### src/rtl/fx3_bus_in_path_pkg.sv
// Shared constants for the FX3 slave-FIFO read path.
// COMMAND_LENGTH is the project-wide count of leading command words.
package fx3_bus_in_path_pkg;

    localparam int COMMAND_LENGTH = 4;

    localparam logic FX3_ASSERT   = 1'b0;
    localparam logic FX3_DEASSERT = 1'b1;

    typedef enum logic [2:0] {
        ST_IDLE     = 3'd0,
        ST_WAIT_DMA = 3'd1,
        ST_READ     = 3'd2,
        ST_DRAIN    = 3'd3,
        ST_DONE     = 3'd4
    } state_t;

    function automatic logic [8:0] sat_inc(
        input logic [8:0] v,
        input logic [8:0] lim
    );
        return (v >= lim) ? v : v + 9'd1;
    endfunction

endpackage

### src/rtl/fx3_rd_latency_pipe.sv
// Delay line carrying read-issued tags across the FX3 read latency.
// empty is high when no issued read is still in flight.
module fx3_rd_latency_pipe #(
    parameter int DEPTH = 2
) (
    input  logic clk,
    input  logic rst,
    input  logic in_tag,
    output logic out_tag,
    output logic empty
);

    logic [DEPTH-1:0] sr;

    always_ff @(posedge clk or negedge rst) begin
        if (!rst) begin
            sr <= '0;
        end else begin
            sr <= (sr << 1) | DEPTH'(in_tag);
        end
    end

    assign out_tag = sr[DEPTH-1];
    assign empty   = ~|sr;

endmodule

### src/rtl/fx3_bus_in_path.sv
// FX3 GPIF-II slave-FIFO read engine: one USB packet per request.
// Define FX3_IN_FLOW_CNTRL_EN to gate reads past the header on i_read_flow_cntrl.
module fx3_bus_in_path
    import fx3_bus_in_path_pkg::*;
#(
    parameter int         MAX_PACKET_WORDS = 256,
    parameter int         READ_LATENCY     = 2,
    parameter logic [1:0] IN_SOCKET        = 2'b00,
    parameter int         HEADER_WORDS     = COMMAND_LENGTH
) (
    input  logic        clk,
    input  logic        rst,
    input  logic        i_read_fx3_packet,
    input  logic        i_read_flow_cntrl,
    output logic        o_read_fx3_finished,
    output logic [31:0] o_data,
    output logic        o_data_valid,
    output logic [8:0]  o_packet_words,
    input  logic        i_fx3_dma_rdy,
    input  logic [31:0] i_fx3_data,
    output logic        o_fx3_slcs_n,
    output logic        o_fx3_sloe_n,
    output logic        o_fx3_slrd_n,
    output logic [1:0]  o_fx3_addr
);

    localparam logic [8:0] MAX9 = 9'(MAX_PACKET_WORDS);
    localparam logic [8:0] HDR9 = 9'(HEADER_WORDS);

    state_t      state;
    logic        dma_rdy_q;
    logic [31:0] data_q;
    logic        valid_q;
    logic [8:0]  issued;
    logic [8:0]  next_issued;
    logic [8:0]  words;
    logic        aborted;
    logic        gate;
    logic        issue;
    logic        tag_out;
    logic        pipe_empty;

`ifdef FX3_IN_FLOW_CNTRL_EN
    assign gate = (issued < HDR9) || i_read_flow_cntrl;
`else
    logic unused_flow;
    assign unused_flow = i_read_flow_cntrl ^ (issued < HDR9);
    assign gate        = 1'b1;
`endif

    // Strobe must follow this cycle's request and flags, so it is decoded live.
    assign issue = (state == ST_READ) && (issued < MAX9) &&
                   dma_rdy_q && i_read_fx3_packet && gate;

    assign next_issued  = issued + 9'(issue);
    assign o_fx3_slrd_n = issue ? FX3_ASSERT : FX3_DEASSERT;

    fx3_rd_latency_pipe #(
        .DEPTH(READ_LATENCY)
    ) u_pipe (
        .clk    (clk),
        .rst    (rst),
        .in_tag (issue),
        .out_tag(tag_out),
        .empty  (pipe_empty)
    );

    // Input capture stage; the valid tag is re-timed to line up with it.
    always_ff @(posedge clk or negedge rst) begin
        if (!rst) begin
            dma_rdy_q <= 1'b0;
            data_q    <= '0;
            valid_q   <= 1'b0;
        end else begin
            dma_rdy_q <= i_fx3_dma_rdy;
            data_q    <= i_fx3_data;
            valid_q   <= tag_out;
        end
    end

    assign o_data         = data_q;
    assign o_data_valid   = valid_q;
    assign o_packet_words = words;

    always_ff @(posedge clk or negedge rst) begin
        if (!rst) begin
            words <= '0;
        end else if (state == ST_IDLE && i_read_fx3_packet) begin
            words <= '0;
        end else if (valid_q) begin
            words <= sat_inc(words, MAX9);
        end
    end

    always_ff @(posedge clk or negedge rst) begin
        if (!rst) begin
            state               <= ST_IDLE;
            issued              <= '0;
            aborted             <= 1'b0;
            o_read_fx3_finished <= 1'b0;
            o_fx3_slcs_n        <= FX3_DEASSERT;
            o_fx3_sloe_n        <= FX3_DEASSERT;
            o_fx3_addr          <= 2'b00;
        end else begin
            issued <= next_issued;
            unique case (state)
                ST_IDLE: begin
                    issued              <= '0;
                    aborted             <= 1'b0;
                    o_read_fx3_finished <= 1'b0;
                    if (i_read_fx3_packet) begin
                        state        <= ST_WAIT_DMA;
                        o_fx3_slcs_n <= FX3_ASSERT;
                        o_fx3_sloe_n <= FX3_ASSERT;
                        o_fx3_addr   <= IN_SOCKET;
                    end
                end
                ST_WAIT_DMA: begin
                    if (!i_read_fx3_packet) begin
                        state        <= ST_IDLE;
                        o_fx3_slcs_n <= FX3_DEASSERT;
                        o_fx3_sloe_n <= FX3_DEASSERT;
                        o_fx3_addr   <= 2'b00;
                    end else if (dma_rdy_q) begin
                        state <= ST_READ;
                    end
                end
                ST_READ: begin
                    if (!i_read_fx3_packet) begin
                        state   <= ST_DRAIN;
                        aborted <= 1'b1;
                    end else if (next_issued == MAX9 || !dma_rdy_q) begin
                        state <= ST_DRAIN;
                    end
                end
                ST_DRAIN: begin
                    if (pipe_empty) begin
                        o_fx3_slcs_n <= FX3_DEASSERT;
                        o_fx3_sloe_n <= FX3_DEASSERT;
                        o_fx3_addr   <= 2'b00;
                        if (aborted || !i_read_fx3_packet) begin
                            state <= ST_IDLE;
                        end else begin
                            state               <= ST_DONE;
                            o_read_fx3_finished <= 1'b1;
                        end
                    end
                end
                ST_DONE: begin
                    if (!i_read_fx3_packet) begin
                        state               <= ST_IDLE;
                        o_read_fx3_finished <= 1'b0;
                    end
                end
                default: begin
                    state <= ST_IDLE;
                end
            endcase
        end
    end

endmodule
### config.mk
export PLATFORM = sky130hd
export DESIGN_NAME = fx3_bus_in_path
export DESIGN_NICKNAME = d
export VERILOG_FILES = /design/src/rtl/fx3_bus_in_path_pkg.sv /design/src/rtl/fx3_rd_latency_pipe.sv /design/src/rtl/fx3_bus_in_path.sv
export SDC_FILE = /design/constraint.sdc
export NUM_CORES = 1
export LEC_CHECK = 0
export BUFFER_PORTS_ARGS = -buffer_cell sky130_fd_sc_hd__buf_2
export CORE_UTILIZATION = 40
export CTS_CLUSTER_SIZE = 25
export DETAILED_ROUTE_END_ITERATION = 7
export PLACE_DENSITY_LB_ADDON = 0.25
export SYNTH_ARGS = -nofsm -noshare
export SYNTH_HDL_FRONTEND = slang
export SYNTH_SLANG_ARGS = --single-unit
### constraint.sdc
create_clock -name clk -period 3.1 [get_ports clk]
set_input_delay 0.155 -clock clk [delete_from_list [all_inputs] [get_ports clk]]
set_output_delay 0.155 -clock clk [all_outputs]
set_load 0.02 [all_outputs]
Word level (Yosys, flattened, before mapping)
Index checks and enable logic that the tools add are counted.
{"block": "word_totals", "wordCells": 76, "in_bits": 37, "latch_bits": 0, "ram_bits": 0, "mem_count": 0, "regBits": 62, "rom_bits": 0}
{"block": "classes", "shifts": 0, "n_lt_le_gt_ge": 2, "div": 0, "bitwise": 1, "eq_ne": 14, "muxes": 27, "mul": 0, "reduce_logical": 19, "add_sub_neg": 2}
{"op": "$mux W9", "n": 4}
{"op": "$mux W3", "n": 8}
{"op": "$pmux W3 S5", "n": 1}
{"op": "$ne A2 B2 Y1 const B", "n": 7}
{"op": "$add A9 B1 Y9", "n": 1}
{"op": "$add A9 B1 Y9 const B", "n": 1}
{"op": "$eq A9 B9 Y1 const B", "n": 1}
{"op": "$ge A9 B9 Y1 const B", "n": 1}
{"op": "$lt A9 B9 Y1 const B", "n": 1}
{"op": "$reduce_and A4 Y1", "n": 2}
{"op": "$mux W1", "n": 7}
{"op": "$eq A3 B2 Y1 const B", "n": 2}
{"op": "$mux W2", "n": 3}
{"op": "$pmux W1 S3", "n": 2}
{"op": "$pmux W2 S3", "n": 1}
{"op": "$reduce_bool A3 Y1", "n": 2}
{"op": "$reduce_and A5 Y1", "n": 1}
{"op": "$logic_and A1 B1 Y1", "n": 4}
{"op": "$reduce_and A2 Y1", "n": 2}
{"op": "$reduce_bool A2 Y1", "n": 2}
{"op": "$eq A3 B1 Y1 const B", "n": 1}
{"op": "$eq A3 B3 Y1 const B", "n": 1}
{"op": "$logic_not A3 Y1", "n": 1}
{"op": "$ne A3 B2 Y1 const B", "n": 1}
{"op": "other kinds (6)", "n": 8}

Depth between registers and ports, before layout
Gate-level depths: netlist (run 1).
{"block": "depth", "depth_word": 10, "ltp_mapped": 11}

Hierarchy
From an unflattened synthesis (run 1), not the netlist that was laid out.
{"block": "hier_totals", "cells_unflattened": 180, "area_unflattened_um2": 2273.4}
{"mod": "fx3_bus_in_path", "cells_per_inst": 177, "seq_area_each_um2": 1452.6, "area_per_inst_um2": 2219.6, "n_inst": 1}
{"mod": "fx3_rd_latency_pipe", "cells_per_inst": 3, "seq_area_each_um2": 50.0, "area_per_inst_um2": 53.8, "n_inst": 1}

Worst setup path after synthesis (run 1)
OpenSTA, ideal clock, no wires.
{"block": "synth_timing", "kind": "flip-flop to flip-flop", "startpoint": "register state[0]", "endpoint": "register state[0]", "t_arrival_ns": 2.303, "path_slack_ns": 0.703, "n_path_buf": 2, "required_time_ns": 3.006, "setup_ns": 0.094, "path_stages_with_launch": 12, "period_less_slack_ns": 2.397, "path_cell_list": "dfrtp_1 > buf_6 > nor2_1 > nand4_1 > nor2_1 > ha_1 > ha_1 > buf_4 > nand4_1 > or4_1 > nor4bb_1 > a211oi_1"}
{"block": "synth_via", "elab_chain_len": 9}
{"element": "from (decl)", "line": "fx3_bus_in_path.sv:30", "rtl": "state_t state;"}
{"element": "from (signal assigned)", "line": "fx3_bus_in_path.sv:97", "rtl": "state <= ST_IDLE;"}
{"element": "from (signal assigned)", "line": "fx3_bus_in_path.sv:112", "rtl": "state <= ST_WAIT_DMA;"}
{"element": "from (signal assigned)", "line": "fx3_bus_in_path.sv:120", "rtl": "state <= ST_IDLE;"}
{"element": "$eq A3 B2 Y1", "line": "fx3_bus_in_path.sv:52", "rtl": "assign issue = (state == ST_READ) && (issued < MAX9) &&"}
{"element": "$logic_and A1 B1 Y1 (2 in a row)", "line": "fx3_bus_in_path.sv:52"}
{"element": "$logic_and A1 B1 Y1", "line": "fx3_bus_in_path.sv:53", "rtl": "dma_rdy_q && i_read_fx3_packet && gate;"}
{"element": "named net issue", "line": "fx3_bus_in_path.sv:39", "rtl": "logic issue;"}
{"element": "$add A9 B1 Y9", "line": "fx3_bus_in_path.sv:55", "rtl": "assign next_issued = issued + 9'(issue);"}
{"element": "$eq A9 B9 Y1", "line": "fx3_bus_in_path.sv:132", "rtl": "end else if (next_issued == MAX9 || !dma_rdy_q) begin"}
{"element": "$logic_or A1 B1 Y1", "line": "fx3_bus_in_path.sv:132"}
{"element": "$ne A3 B2 Y1 (no source line)"}
{"element": "$reduce_and A5 Y1 (no source line)"}
The timed path passes the listed nets, and every way through them passes these cells.
A chain may end at the register's enable or synchronous reset.

Final worst setup path (run 1)
Ends and elaborated chain as after synthesis.

==> results of run 1 <==
## power by group
part	switching, µW	internal (µW)	leakage (µW)
sequential	60.0	851	0.000754
clock	324	375	0.0000958
combinational	210	148	0.000735
total	594	1370	0.00158
## per-stage QoR
step	power, µW	cell area (µm²)	worst slack [ns]	cells
3_5_place_dp	1250	2700	0.385	327
3_3_place_gp	1240	2700	0.505	327
6_report	1970	3240	0.365	377
2_1_floorplan	1140	2270	0.703	184
5_1_grt	2070	3240	0.0449	377
4_1_cts	1980	3240	0.360	377
## layout by cell type, fill, tap and decap left out, types with 2 or more instances in the layout
cell                             n
sky130_fd_sc_hd__or3_2           2
sky130_fd_sc_hd__nand4_1         9
sky130_fd_sc_hd__buf_4           2
sky130_fd_sc_hd__inv_1           6
sky130_fd_sc_hd__a21oi_1         9
sky130_fd_sc_hd__xor2_1          8
sky130_fd_sc_hd__dfrtp_1        59
sky130_fd_sc_hd__xnor2_1         4
sky130_fd_sc_hd__buf_2          81
sky130_fd_sc_hd__nor2_1         24
sky130_fd_sc_hd__ha_1            3
sky130_fd_sc_hd__dlygate4sd3_1  34
sky130_fd_sc_hd__o21ai_0         8
sky130_fd_sc_hd__nand2_1         5
sky130_fd_sc_hd__or4_1           2
sky130_fd_sc_hd__clkinv_4        2
sky130_fd_sc_hd__nor4_1          4
sky130_fd_sc_hd__nand3_1         3
sky130_fd_sc_hd__clkinvlp_4      2
sky130_fd_sc_hd__clkbuf_8        9
sky130_fd_sc_hd__nor2b_1         4
sky130_fd_sc_hd__conb_1          2
## final cells by class
type | instances | area (µm²) | share of cell area [%]
Clock buffer | 9 | 124 | 3.83
Timing Repair Buffer | 117 | 761 | 23.5
Tap cell | 72 | 90.1 | 2.78
Multi-Input combinational cell | 106 | 659 | 20.4
Inverter | 6 | 22.5 | 0.696
Sequential cell | 60 | 1500 | 46.4
Clock inverter | 7 | 76.3 | 2.36
## kinds of logic (layout without fill, tap and decap cells)
logic type	after synthesis	in the layout	share of synthesized area [%]
compound gates	24	24	6.35
flops	60	60	66.4
other cells	1	2	0.166
mux	2	2	0.939
xor+xnor	12	12	4.64
simple gates	63	63	15.2
buf+inv	18	139	4.70
fa+ha+maj	3	3	1.66
## registers in the layout (all words and copies together), names as in the netlist
signal               flops
aborted                  1
o_data_valid             1
state                    3
o_read_fx3_finished      1
o_packet_words           9
o_data                  32
issued                   9
o_fx3_sloe_n             1
u_pipe.sr                2
dma_rdy_q                1
## worst max-delay path: stages, from the launching register on
cell and delay [ns]:
sky130_fd_sc_hd__dfrtp_1 0.47, sky130_fd_sc_hd__nor2_1 0.16, sky130_fd_sc_hd__nand4_1 0.17, sky130_fd_sc_hd__nor2_1 0.25, sky130_fd_sc_hd__ha_1 0.31, sky130_fd_sc_hd__ha_1 0.33
sky130_fd_sc_hd__nand4_1 0.12, sky130_fd_sc_hd__or4_1 0.46, sky130_fd_sc_hd__nor4bb_1 0.14, sky130_fd_sc_hd__a211oi_1 0.23
## repair_timing
action,CTS,global route
hold buffers,34,0
hold endpoints to repair,65,0
gates resized for setup,0,0
## metal layers
layer | up-vias | routed length (µm)
li1 | 854 | -
met1 | 866 | 2270
met2 | 43 | 2840
met3 | 12 | 186
met4 | 0 | 99
met5 | - | 0
## how the worst min path moves through the flow
| stage | start | endpoint | slack, ns | cells past startpoint |
|---|---|---|---|---|
| CTS | i_read_fx3_packet | o_fx3_sloe_n | 0.03 | 2 |
| global route | i_read_fx3_packet | o_fx3_sloe_n | 0.06 | 2 |
| detailed placement | rst | o_data[11] | 0.25 | 1 |
| floorplan | rst | aborted | -0.14 | 0 |
| global placement | rst | o_data[6] | 0.24 | 1 |
| finish | i_read_fx3_packet | o_fx3_sloe_n | 0.04 | 2 |
==> results.rst, run 1 <==
.. list-table::
   :header-rows: 1

   * - Metric
     - Value
   * - Result of the run
     - completed
   * - Rel. slew slack
     - 50.3%
   * - Layout cell share with drive strength beyond 1
     - 34.8%
   * - Category of the worst setup path launch point
     - flip-flop
   * - Highest attainable clock frequency
     - 366 MHz
   * - Avg WL per Cell
     - 14.3 µm
   * - Maximum VDD drop
     - 0.330 mV
   * - Starting Density
     - 41.4%
   * - Yosys warnings
     - 0
   * - Grt met2 use
     - approximately a third
   * - Initial DRC Count
     - 114
   * - Via Count
     - 1775
   * - Most instantiated library cell after synthesis
     - sky130_fd_sc_hd__dfrtp_1
   * - Top cells by area in the synthesized netlist
     - sky130_fd_sc_hd__dfrtp_1, sky130_fd_sc_hd__nor2_1, sky130_fd_sc_hd__xor2_1
   * - Depth of the most critical reg-to-reg path
     - 9
   * - First-pass GRT wire length
     - approximately 8.9 mm
   * - Area share of the leading cell type in the synthesized netlist
     - 65.2%
   * - Share of the clock period used by the worst path
     - 88.2%
   * - Worst setup path end
     - state[0]
   * - Critical path data required time
     - 3.33 ns
   * - Met3 usage
     - under 10%
   * - Port Buf Inserts
     - 81
   * - Core Box Area
     - 5470 µm²
   * - Ys async rst share
     - 100%
   * - Skew-Pair Late Insertion Delay
     - 0.33 ns
   * - Clock buffer count from CTS
     - 9
   * - Final worst hold slack
     - 0.0440 ns
   * - First element of the critical path
     - state[0]
   * - Detailed Routing Iterations Pass 1
     - 5
   * - Worst setup EP type
     - flip-flop
   * - Die Area
     - around 6000 µm²
   * - Pin slew with the least headroom to its limit
     - 0.745 ns
   * - Final weighted congestion of routability-driven global placement
     - 0.802
   * - Post-CTS setup buffers
     - 0
   * - Vert. Die Dim
     - around 77 µm
   * - Total overflow reported by the global router
     - 0
   * - Total negative slack for setup checks
     - 0 ns
   * - Busiest grt layer
     - met2
   * - WP data arrival
     - 2.97 ns
   * - Layout net count
     - 340
   * - Die Wd
     - 77.2 µm
   * - Min Tclk post-route
     - between 2 and 3 ns
   * - TritonCTS clock tree
     - done
   * - Flop2flop setup slack
     - roughly 0.36 ns
   * - Clock transition at the registers of the reported paths
     - 0.07 ns
   * - Number of storage elements in the synthesis netlist
     - 60
   * - HPWL Detailed
     - 3.37 mm
   * - Routed Antenna Nets
     - 0
   * - Core Util, Final
     - 59.1%
   * - Largest fanout of any net on the critical path
     - 9
   * - Leakage
     - 0.00158 µW
   * - EDFF count, synth
     - 0
   * - P per Cell Area
     - 608 nW/µm²
   * - Total count of hold-check failures in the final report
     - 0
   * - M1 GR Usage
     - 24.4%
   * - Worst Path Class, Setup
     - flip-flop to flip-flop
   * - Vias per Instance
     - 4.71
   * - Max Clock Skew
     - approximately 0.0083 ns
   * - Diodes inserted
     - 0
   * - Number of setup violations in the final report
     - 0
   * - Max-capacitance violation count
     - 0
   * - Via count of the first global-routing pass
     - 1759
   * - Layout area overhead
     - 42.9%
   * - R2r endpoint
     - state[0]
   * - Average size of a mapped cell
     - between 10 and 15 µm²
   * - Number of antenna violations at the first check in global routing
     - 0
   * - Share of the yosys chip area belonging to registers
     - 66.4%
   * - # rows
     - 27
   * - Post-detailed-route DRC marker count
     - 0
   * - Netlist area before placement
     - approximately 2300 µm²
   * - Dominant synthesized flop cell
     - sky130_fd_sc_hd__dfrtp_1
   * - Syn Inst Count
     - 183
   * - Unrepaired setup endpoints after global routing
     - no
   * - I/O Pins
     - 85
   * - Most common library cells after synthesis
     - sky130_fd_sc_hd__dfrtp_1, sky130_fd_sc_hd__nor2_1, sky130_fd_sc_hd__a21oi_1, sky130_fd_sc_hd__nand4_1
   * - H-tree depth
     - 3
   * - Maximum root-to-sink buffer count
     - 2
   * - Number of clock sinks seen by CTS
     - 60
   * - Number of inserted filler cells in the final layout
     - 461
   * - Overall Global Routing Usage
     - 20.0%
   * - Dominant cell type by area after synthesis
     - sky130_fd_sc_hd__dfrtp_1
   * - Number of slew-limit violations in the final report
     - 0
   * - Worst flop-to-flop path startpoint
     - state[0]
   * - CTS Root Cell
     - sky130_fd_sc_hd__clkbuf_8
   * - Worst hold path class
     - input port to flip-flop
   * - Distinct cell type count after synthesis
     - 40
   * - Detailed Route WL
     - 5.39 mm
   * - Maximum number of pins on one net before global-route repair
     - 34
No activity file was read; power rests on OpenSTA's default activity.
==> inputs of run 2 (changes only) <==
Settings changed: ABC_AREA set to 1.
==> results.rst, run 2 <==
.. list-table::
   :header-rows: 1

   * - Metric
     - Value
   * - Top layer used by detailed routing
     - met4 (unchanged)
   * - Maximum number of pins on one net before global-route repair
     - 34 (unchanged)
   * - Average size of a mapped cell
     - 10.5 µm² (was 12.4 µm²)
   * - EDFF count, synth
     - 0 (unchanged)
   * - Starting Density
     - 42.5% (was 41.4%)
   * - Leakage
     - 0.00165 µW (was 0.00158 µW)
   * - WP data arrival
     - 2.89 ns (was 2.97 ns)
   * - Via count of the first global-routing pass
     - 1841 (was 1759)
   * - TritonCTS clock tree
     - done (unchanged)
   * - Total count of hold-check failures in the final report
     - 0 (unchanged)
   * - Adder and majority cell fraction of the synthesized area
     - 1.69% (was 1.66%)
   * - Layout area overhead
     - 45.1% (was 42.9%)
   * - Most common cell after layout, fill and taps aside
     - sky130_fd_sc_hd__buf_2 (unchanged)
   * - Layout net count
     - 377 (was 340)
   * - Pin slew with the least headroom to its limit
     - 0.618 ns (was 0.745 ns)
   * - Mux contribution to synthesized area
     - 0% (was 0.939%)
   * - H-tree depth
     - 3 (unchanged)
   * - Ys async rst share
     - 100% (unchanged)
   * - Vert. Die Dim
     - 76.6 µm (was 77.2 µm)
   * - Kind of cell adding the most delay to the critical path
     - simple AND/OR/NAND/NOR gates (unchanged)
   * - Initial DRC Count
     - 136 (was 114)
   * - Final weighted congestion of routability-driven global placement
     - 0.783 (was 0.802)
   * - Largest fanout of any net on the critical path
     - 6 (was 9)
   * - Skew-Pair Late Insertion Delay
     - 0.33 ns (about the same)
   * - Die Wd
     - 76.6 µm (was 77.2 µm)
   * - Detailed Route WL
     - 4.74 mm (was 5.39 mm)
   * - Post-detailed-route DRC marker count
     - 0 (unchanged)
   * - Total Power Consumption
     - 1970 µW (about the same)
   * - Number of setup violations in the final report
     - 0 (unchanged)
   * - Number of clock sinks seen by CTS
     - 60 (unchanged)
   * - Total negative slack for setup checks
     - 0 ns (unchanged)
   * - Vias per Instance
     - 4.55 (was 4.71)
   * - R2r endpoint
     - state[1] (was state[0])
   * - Category of the worst setup path launch point
     - flip-flop (unchanged)
   * - Core Box Area
     - 5240 µm² (was 5470 µm²)
   * - Area fraction in compound gates after synthesis
     - 6.36% (was 6.35%)
   * - Clock transition at the registers of the reported paths
     - 0.07 ns (about the same)
   * - Detailed Routing Iterations Pass 1
     - 4 (was 5)
   * - Worst flop-to-flop path startpoint
     - state[0] (unchanged)
   * - Routed Antenna Nets
     - 0 (unchanged)
   * - Crit path cell chain
     - nor2_2 > inv_1 > nor2_1 > nand3_1 > nor2_1 > ha_1 > ha_1 > nand3_1 > o21ai_1 > nand2_1 > nor2_1 > nand3_1 > nand2_2 > nand2_1 > nand2_1 > nand2_1 (was nor2_1 > nand4_1 > nor2_1 > ha_1 > ha_1 > nand4_1 > or4_1 > nor4bb_1 > a211oi_1)
   * - Max Clock Skew
     - 0.00705 ns (was 0.00830 ns)
   * - Worst Path Class, Setup
     - flip-flop to flip-flop (unchanged)
   * - Layout cell share with drive strength beyond 1
     - 31.0% (was 34.8%)
   * - Flop2flop setup slack
     - 0.43 ns (was 0.36 ns)
   * - Final worst hold slack
     - 0.0866 ns (was 0.0440 ns)
   * - Clock buffer count from CTS
     - 9 (unchanged)
   * - Pre-CTS setup slack
     - 0.423 ns (was 0.385 ns)
   * - # rows
     - 26 (was 27)
   * - Maximum VDD drop
     - 0.345 mV (was 0.330 mV)
   * - Result of the run
     - completed (unchanged)
   * - Most common library cells after synthesis
     - sky130_fd_sc_hd__dfrtp_1, sky130_fd_sc_hd__nand2_1, sky130_fd_sc_hd__inv_1, sky130_fd_sc_hd__nor2_1, sky130_fd_sc_hd__nand3_1 (was sky130_fd_sc_hd__dfrtp_1, sky130_fd_sc_hd__nor2_1, sky130_fd_sc_hd__a21oi_1, sky130_fd_sc_hd__nand4_1)
   * - Total routed wire length on the met1 layer
     - 2.02 mm (was 2.27 mm)
   * - WP depth
     - 16 (was 9)
   * - First element of the critical path
     - state[0] (unchanged)
   * - Depth of the most critical reg-to-reg path
     - 16 (was 9)
   * - Share of the clock period used by the worst path
     - 86.2% (was 88.2%)
   * - Via Count
     - 1876 (was 1775)
   * - CTS Root Cell
     - sky130_fd_sc_hd__clkbuf_8 (unchanged)
   * - First-pass GRT wire length
     - 8.14 mm (was 8.94 mm)
   * - Rel. slew slack
     - 58.8% (was 50.3%)
   * - Share of the yosys chip area belonging to registers
     - 67.5% (was 66.4%)
   * - Critical-path top delay cell
     - sky130_fd_sc_hd__dfrtp_1 (unchanged)
   * - Max-capacitance violation count
     - 0 (unchanged)
   * - Post-synthesis share of cell area spent on xor and xnor gates
     - 0.394% (was 4.64%)
   * - Dominant synthesized flop cell
     - sky130_fd_sc_hd__dfrtp_1 (unchanged)
   * - Critical path data required time
     - 3.31 ns (was 3.33 ns)
   * - I/O Pins
     - 85 (unchanged)
   * - CP peak stage delay
     - 0.44 ns (was 0.47 ns)
   * - HPWL Detailed
     - 3.19 mm (was 3.37 mm)
   * - Number of slew-limit violations in the final report
     - 0 (unchanged)
   * - Core Util, Final
     - 61.6% (was 59.1%)
   * - Min Tclk post-route
     - 2.67 ns (was 2.74 ns)
   * - Dominant cell type by area after synthesis
     - sky130_fd_sc_hd__dfrtp_1 (unchanged)
   * - Total overflow reported by the global router
     - 0 (unchanged)
   * - Yosys warnings
     - 0 (unchanged)
   * - Syn Inst Count
     - 212 (was 183)
   * - Area share of the leading cell type in the synthesized netlist
     - 66.4% (was 65.2%)
   * - Port Buf Inserts
     - 81 (unchanged)
   * - Final worst-path setup slack
     - 0.428 ns (was 0.365 ns)
   * - Netlist area before placement
     - 2220 µm² (was 2260 µm²)
   * - Top cells by area in the synthesized netlist
     - sky130_fd_sc_hd__dfrtp_1, sky130_fd_sc_hd__nand2_1, sky130_fd_sc_hd__inv_1 (was sky130_fd_sc_hd__dfrtp_1, sky130_fd_sc_hd__nor2_1, sky130_fd_sc_hd__xor2_1)
   * - P per Cell Area
     - 611 nW/µm² (was 608 nW/µm²)
   * - Share of synthesized cell area in and, or, nand and nor gates
     - 18.4% (was 15.2%)
   * - Distinct cell type count after synthesis
     - 28 (was 40)
   * - Flip-flop count of the largest register, all copies and words added
     - 32 (unchanged)
   * - Most instantiated library cell after synthesis
     - sky130_fd_sc_hd__dfrtp_1 (unchanged)
   * - Maximum root-to-sink buffer count
     - 2 (unchanged)
   * - Worst hold path class
     - input port to flip-flop (unchanged)
   * - Highest attainable clock frequency
     - 374 MHz (was 366 MHz)
   * - Overall Global Routing Usage
     - 18.0% (was 20.0%)
   * - Buf/Inv on CP
     - 1 (was 0)
   * - Number of storage elements in the synthesis netlist
     - 60 (unchanged)
   * - Worst setup EP type
     - flip-flop (unchanged)
   * - Combinational family with the most area after synthesis
     - simple AND/OR/NAND/NOR gates (unchanged)
   * - Post-CTS Resized
     - 0 (unchanged)
   * - Unrepaired setup endpoints after global routing
     - no (unchanged)
   * - Routed wl met2
     - 2.48 mm (was 2.84 mm)
   * - Crit path top cell by count
     - sky130_fd_sc_hd__nand2_1
   * - Die Area
     - 5860 µm² (was 5970 µm²)
   * - Avg WL per Cell
     - 11.5 µm (was 14.3 µm)
   * - Diodes inserted
     - 0 (unchanged)
   * - Met3 wire length
     - 221 µm (was 186 µm)
   * - Number of antenna violations at the first check in global routing
     - 0 (unchanged)
   * - Commonest non-fill, non-tap cells in the layout
     - sky130_fd_sc_hd__buf_2, sky130_fd_sc_hd__dfrtp_1, sky130_fd_sc_hd__nand2_1 (was sky130_fd_sc_hd__buf_2, sky130_fd_sc_hd__dfrtp_1, sky130_fd_sc_hd__dlygate4sd3_1)
   * - Worst setup path end
     - state[1] (was state[0])
==> run 2: cell families (layout without fill, tap and decap cells) <==
logic type,count (synthesis),in the layout
buffers and inverters,29,158
adders and majority gates,3,3
AOI/OAI and AO/OA,25,25
and+or+nand+nor,93,93
xor gates and xnor gates,1,1
other,1,2
DFF,60,60
==> run 2: where the power goes <==
| group | internal, µW | switching [µW] | total [µW] |
|---|---|---|---|
| logic | 166 | 280 | 447 |
| clock network | 313 | 306 | 619 |
| registers | 856 | 49.5 | 905 |
==> run 2: area by class of cell <==
cell class	count	area [µm²]
clock buffer	11	141
clock inverter	5	37.5
fill	440	2010
inverter	25	93.8
multi-input combinational	124	604
sequential	60	1500
tap	70	87.6
timing repair buffer	117	761
==> run 2: how the worst min path moves through the flow <==
stage                       from        end  slack [ns]  cells past startpoint
2_1_floorplan                rst    aborted       -0.14                      0
3_3_place_gp                 rst  o_data[3]        0.19                      1
3_5_place_dp                 rst  o_data[3]        0.20                      1
4_1_cts        i_read_fx3_packet    aborted        0.07                      2
5_1_grt        i_read_fx3_packet    aborted        0.10                      2
6_report       i_read_fx3_packet    aborted        0.09                      2
==> run 2: per-stage QoR <==
| stage | std cells | area [µm²] |
|---|---|---|
| 5_1_grt | 412 | 3230 |
| 3_3_place_gp | 362 | 2710 |
| 6_report | 412 | 3230 |
| 4_1_cts | 412 | 3230 |
| 2_1_floorplan | 213 | 2230 |
| 3_5_place_dp | 362 | 2710 |
==> run 2: repair_timing <==
| action | in CTS | in global routing |
|---|---|---|
| hold buffers | 34 | 0 |
| endpoints found under the hold margin | 60 | 0 |
| buffers inserted | 0 | 0 |
==> run 2: layer usage <==
metal,vias up,track usage (%)
met1,892,20.4
met2,60,31.7
met5,-,0
met4,0,5.77
li1,922,-
met3,2,6.23
==> inputs of run 3 (changes only) <==
Clock period 3.1 ns to 2.2 ns, I/O delays scaled along.
==> results.rst, run 3 (synthesis gave the netlist of run 2 again) <==
.. list-table::
   :header-rows: 1

   * - Metric
     - Value
   * - Rel. slew slack
     - 51.9% (was 58.8%)
   * - Number of slew-limit violations in the final report
     - 0 (unchanged)
   * - Total negative slack for setup checks
     - 0 ns (unchanged)
   * - Avg WL per Cell
     - 11.8 µm (was 11.5 µm)
   * - Flip-flop count of the largest register, all copies and words added
     - 32 (unchanged)
   * - Final cell count without fillers
     - 428 (was 412)
   * - CTS Root Cell
     - sky130_fd_sc_hd__clkbuf_8 (unchanged)
   * - Core Box Area
     - 5240 µm² (unchanged)
   * - Worst Path Class, Setup
     - flip-flop to flip-flop (unchanged)
   * - Die Wd
     - 76.6 µm (unchanged)
   * - Max Clock Skew
     - 0.00548 ns (was 0.00705 ns)
   * - Clock transition at the registers of the reported paths
     - 0.06 ns (was 0.07 ns)
   * - Via Count
     - 1928 (was 1876)
   * - Highest attainable clock frequency
     - 462 MHz (was 374 MHz)
   * - Share of the clock period used by the worst path
     - 98.4% (was 86.2%)
   * - P per Cell Area
     - 854 nW/µm² (was 611 nW/µm²)
   * - Initial DRC Count
     - 76 (was 136)
   * - I/O Pins
     - 85 (unchanged)
   * - Maximum root-to-sink buffer count
     - 2 (unchanged)
   * - H-tree depth
     - 3 (unchanged)
   * - Starting Density
     - 42.5% (unchanged)
   * - Pin slew with the least headroom to its limit
     - 0.721 ns (was 0.618 ns)
   * - Number of setup violations in the final report
     - 0 (unchanged)
   * - Min Tclk post-route
     - 2.17 ns (was 2.67 ns)
   * - Layout cell share with drive strength beyond 1
     - 38.8% (was 31.0%)
   * - Number of clock sinks seen by CTS
     - 60 (unchanged)
   * - Total overflow reported by the global router
     - 0 (unchanged)
   * - Leakage
     - 0.00175 µW (was 0.00165 µW)
   * - Maximum number of pins on one net before global-route repair
     - 61 (was 34)
   * - Detailed Routing Iterations Pass 1
     - 4 (unchanged)
   * - Diodes inserted
     - 0 (unchanged)
   * - Layout area overhead
     - 54.8% (was 45.1%)
   * - Max-capacitance violation count
     - 0 (unchanged)
   * - Commonest non-fill, non-tap cells in the layout
     - sky130_fd_sc_hd__buf_2, sky130_fd_sc_hd__dfrtp_1, sky130_fd_sc_hd__nand2_1 (unchanged)
   * - Number of antenna violations at the first check in global routing
     - 0 (unchanged)
   * - Unrepaired setup endpoints after global routing
     - yes (was no)
   * - Category of the worst setup path launch point
     - flip-flop (unchanged)
   * - Largest fanout of any net on the critical path
     - 4 (was 6)
   * - Final weighted congestion of routability-driven global placement
     - 0.845 (was 0.783)
   * - First-pass GRT wire length
     - 8.61 mm (was 8.14 mm)
   * - Clock buffer count from CTS
     - 9 (unchanged)
   * - Vert. Die Dim
     - 76.6 µm (unchanged)
   * - Skew-Pair Late Insertion Delay
     - 0.32 ns (was 0.33 ns)
   * - DP Cell Count
     - 371 (was 362)
   * - Maximum VDD drop
     - 0.500 mV (was 0.345 mV)
   * - Overall Global Routing Usage
     - 19.5% (was 18.0%)
   * - Detailed Route WL
     - 5.07 mm (was 4.74 mm)
   * - Die Area
     - 5860 µm² (unchanged)
   * - Result of the run
     - completed (unchanged)
   * - HPWL Detailed
     - 3.25 mm (was 3.19 mm)
   * - Post-detailed-route DRC marker count
     - 0 (unchanged)
   * - Via count of the first global-routing pass
     - 1999 (was 1841)
   * - # rows
     - 26 (unchanged)
   * - TritonCTS clock tree
     - done (unchanged)
   * - Most common cell after layout, fill and taps aside
     - sky130_fd_sc_hd__buf_2 (unchanged)
   * - Routed Antenna Nets
     - 0 (unchanged)
   * - WP data arrival
     - 2.38 ns (was 2.89 ns)
   * - Worst hold path class
     - input port to flip-flop (unchanged)
   * - Port Buf Inserts
     - 81 (unchanged)
   * - Layout net count
     - 394 (was 377)
   * - Critical path data required time
     - 2.42 ns (was 3.31 ns)
   * - Worst setup EP type
     - flip-flop (unchanged)
   * - Vias per Instance
     - 4.50 (was 4.55)
   * - Total count of hold-check failures in the final report
     - 0 (unchanged)
-- run 3: cell types whose count changed in the layout (fill, tap and decap cells not counted), sizes merged --
| cell | before | now |
|---|---|---|
| bufinv | 0 | 1 |
| clkinv | 3 | 4 |
| clkbuf | 11 | 10 |
| clkinvlp | 2 | 0 |
| buf | 83 | 100 |
-- run 3: final timing paths --
| kind | startpoint | endpoint | slack (ns) | cells past startpoint |
|---|---|---|---|---|
| min | i_read_fx3_packet | aborted | 0.05 | 2 |
| min in group asynchronous | rst | o_data[31] | 0.47 | 3 |
| max | state[2] | state[0] | 0.03 | 18 |
| min reg2reg | u_pipe.sr[0] | u_pipe.sr[1] | 0.37 | 0 |
| max in group asynchronous | rst | issued[8] | 1.26 | 3 |
| max reg2reg | state[2] | state[0] | 0.03 | 18 |
-- run 3: area by class of cell --
| cell class | count | area (µm²) |
|---|---|---|
| clock buffers | 10 | 128 |
| flip-flops and latches | 60 | 1500 |
| well taps | 70 | 87.6 |
| multi-input cells | 124 | 691 |
| clock inverters | 5 | 53.8 |
| repair buffers | 134 | 888 |
| inverters | 25 | 93.8 |
| fillers | 420 | 1790 |
-- run 3: metrics by stage --
step	total power [µW]	utilization [%]	hold WS, ns	worst slack [ns]	area (µm²)
floorplan	1690	-	-0.186	0.00923	2240
global placement	1920	53.2	0.217	-0.0365	2790
detailed placement	1930	53.2	0.219	-0.125	2790
CTS	2950	64.7	0.0348	-0.0224	3390
global route	3110	65.8	0.0491	-0.128	3440
finish	2940	65.8	0.0546	0.0350	3440
-- run 3: per-layer routing --
metal  global-route usage [%]  up-vias  share of wire (%)
met5                        0        -                  0
met4                     9.81        0                2.7
met3                     7.31       13                5.8
met2                     33.2       67                 52
met1                     21.1      895                 39
li1                         -      953                  -
-- run 3: critical path: stages, from the launching register on --
cell and delay [ns]:
sky130_fd_sc_hd__dfrtp_1 0.40, sky130_fd_sc_hd__nor2_4 0.12, sky130_fd_sc_hd__inv_2 0.06, sky130_fd_sc_hd__nor2_4 0.09, sky130_fd_sc_hd__nand3_2 0.10, sky130_fd_sc_hd__nor2_4 0.13
sky130_fd_sc_hd__ha_4 0.16, sky130_fd_sc_hd__ha_4 0.16, sky130_fd_sc_hd__nand2_2 0.06, sky130_fd_sc_hd__nor2_2 0.10, sky130_fd_sc_hd__nand2_1 0.06, sky130_fd_sc_hd__nand2_1 0.08
sky130_fd_sc_hd__nand2_2 0.06, sky130_fd_sc_hd__nor2_2 0.09, sky130_fd_sc_hd__nand3_1 0.09, sky130_fd_sc_hd__nand2_2 0.11, sky130_fd_sc_hd__nand2_2 0.06, sky130_fd_sc_hd__nand2_1 0.07
sky130_fd_sc_hd__nand2_1 0.05
-- run 3: report_power, final --
part           switching, µW  internal, µW
Sequential              57.1          1210
Clock                    404           513
Combinational            456           306
-- run 3: repair_timing --
| action | CTS | global route |
|---|---|---|
| endpoints found under the setup margin | 3 | 4 |
| hold endpoints to repair | 92 | 0 |
| hold buffers | 34 | 0 |
| pin swaps | 9 | 8 |
| resized for setup | 11 | 7 |
| setup buffers | 5 | 3 |
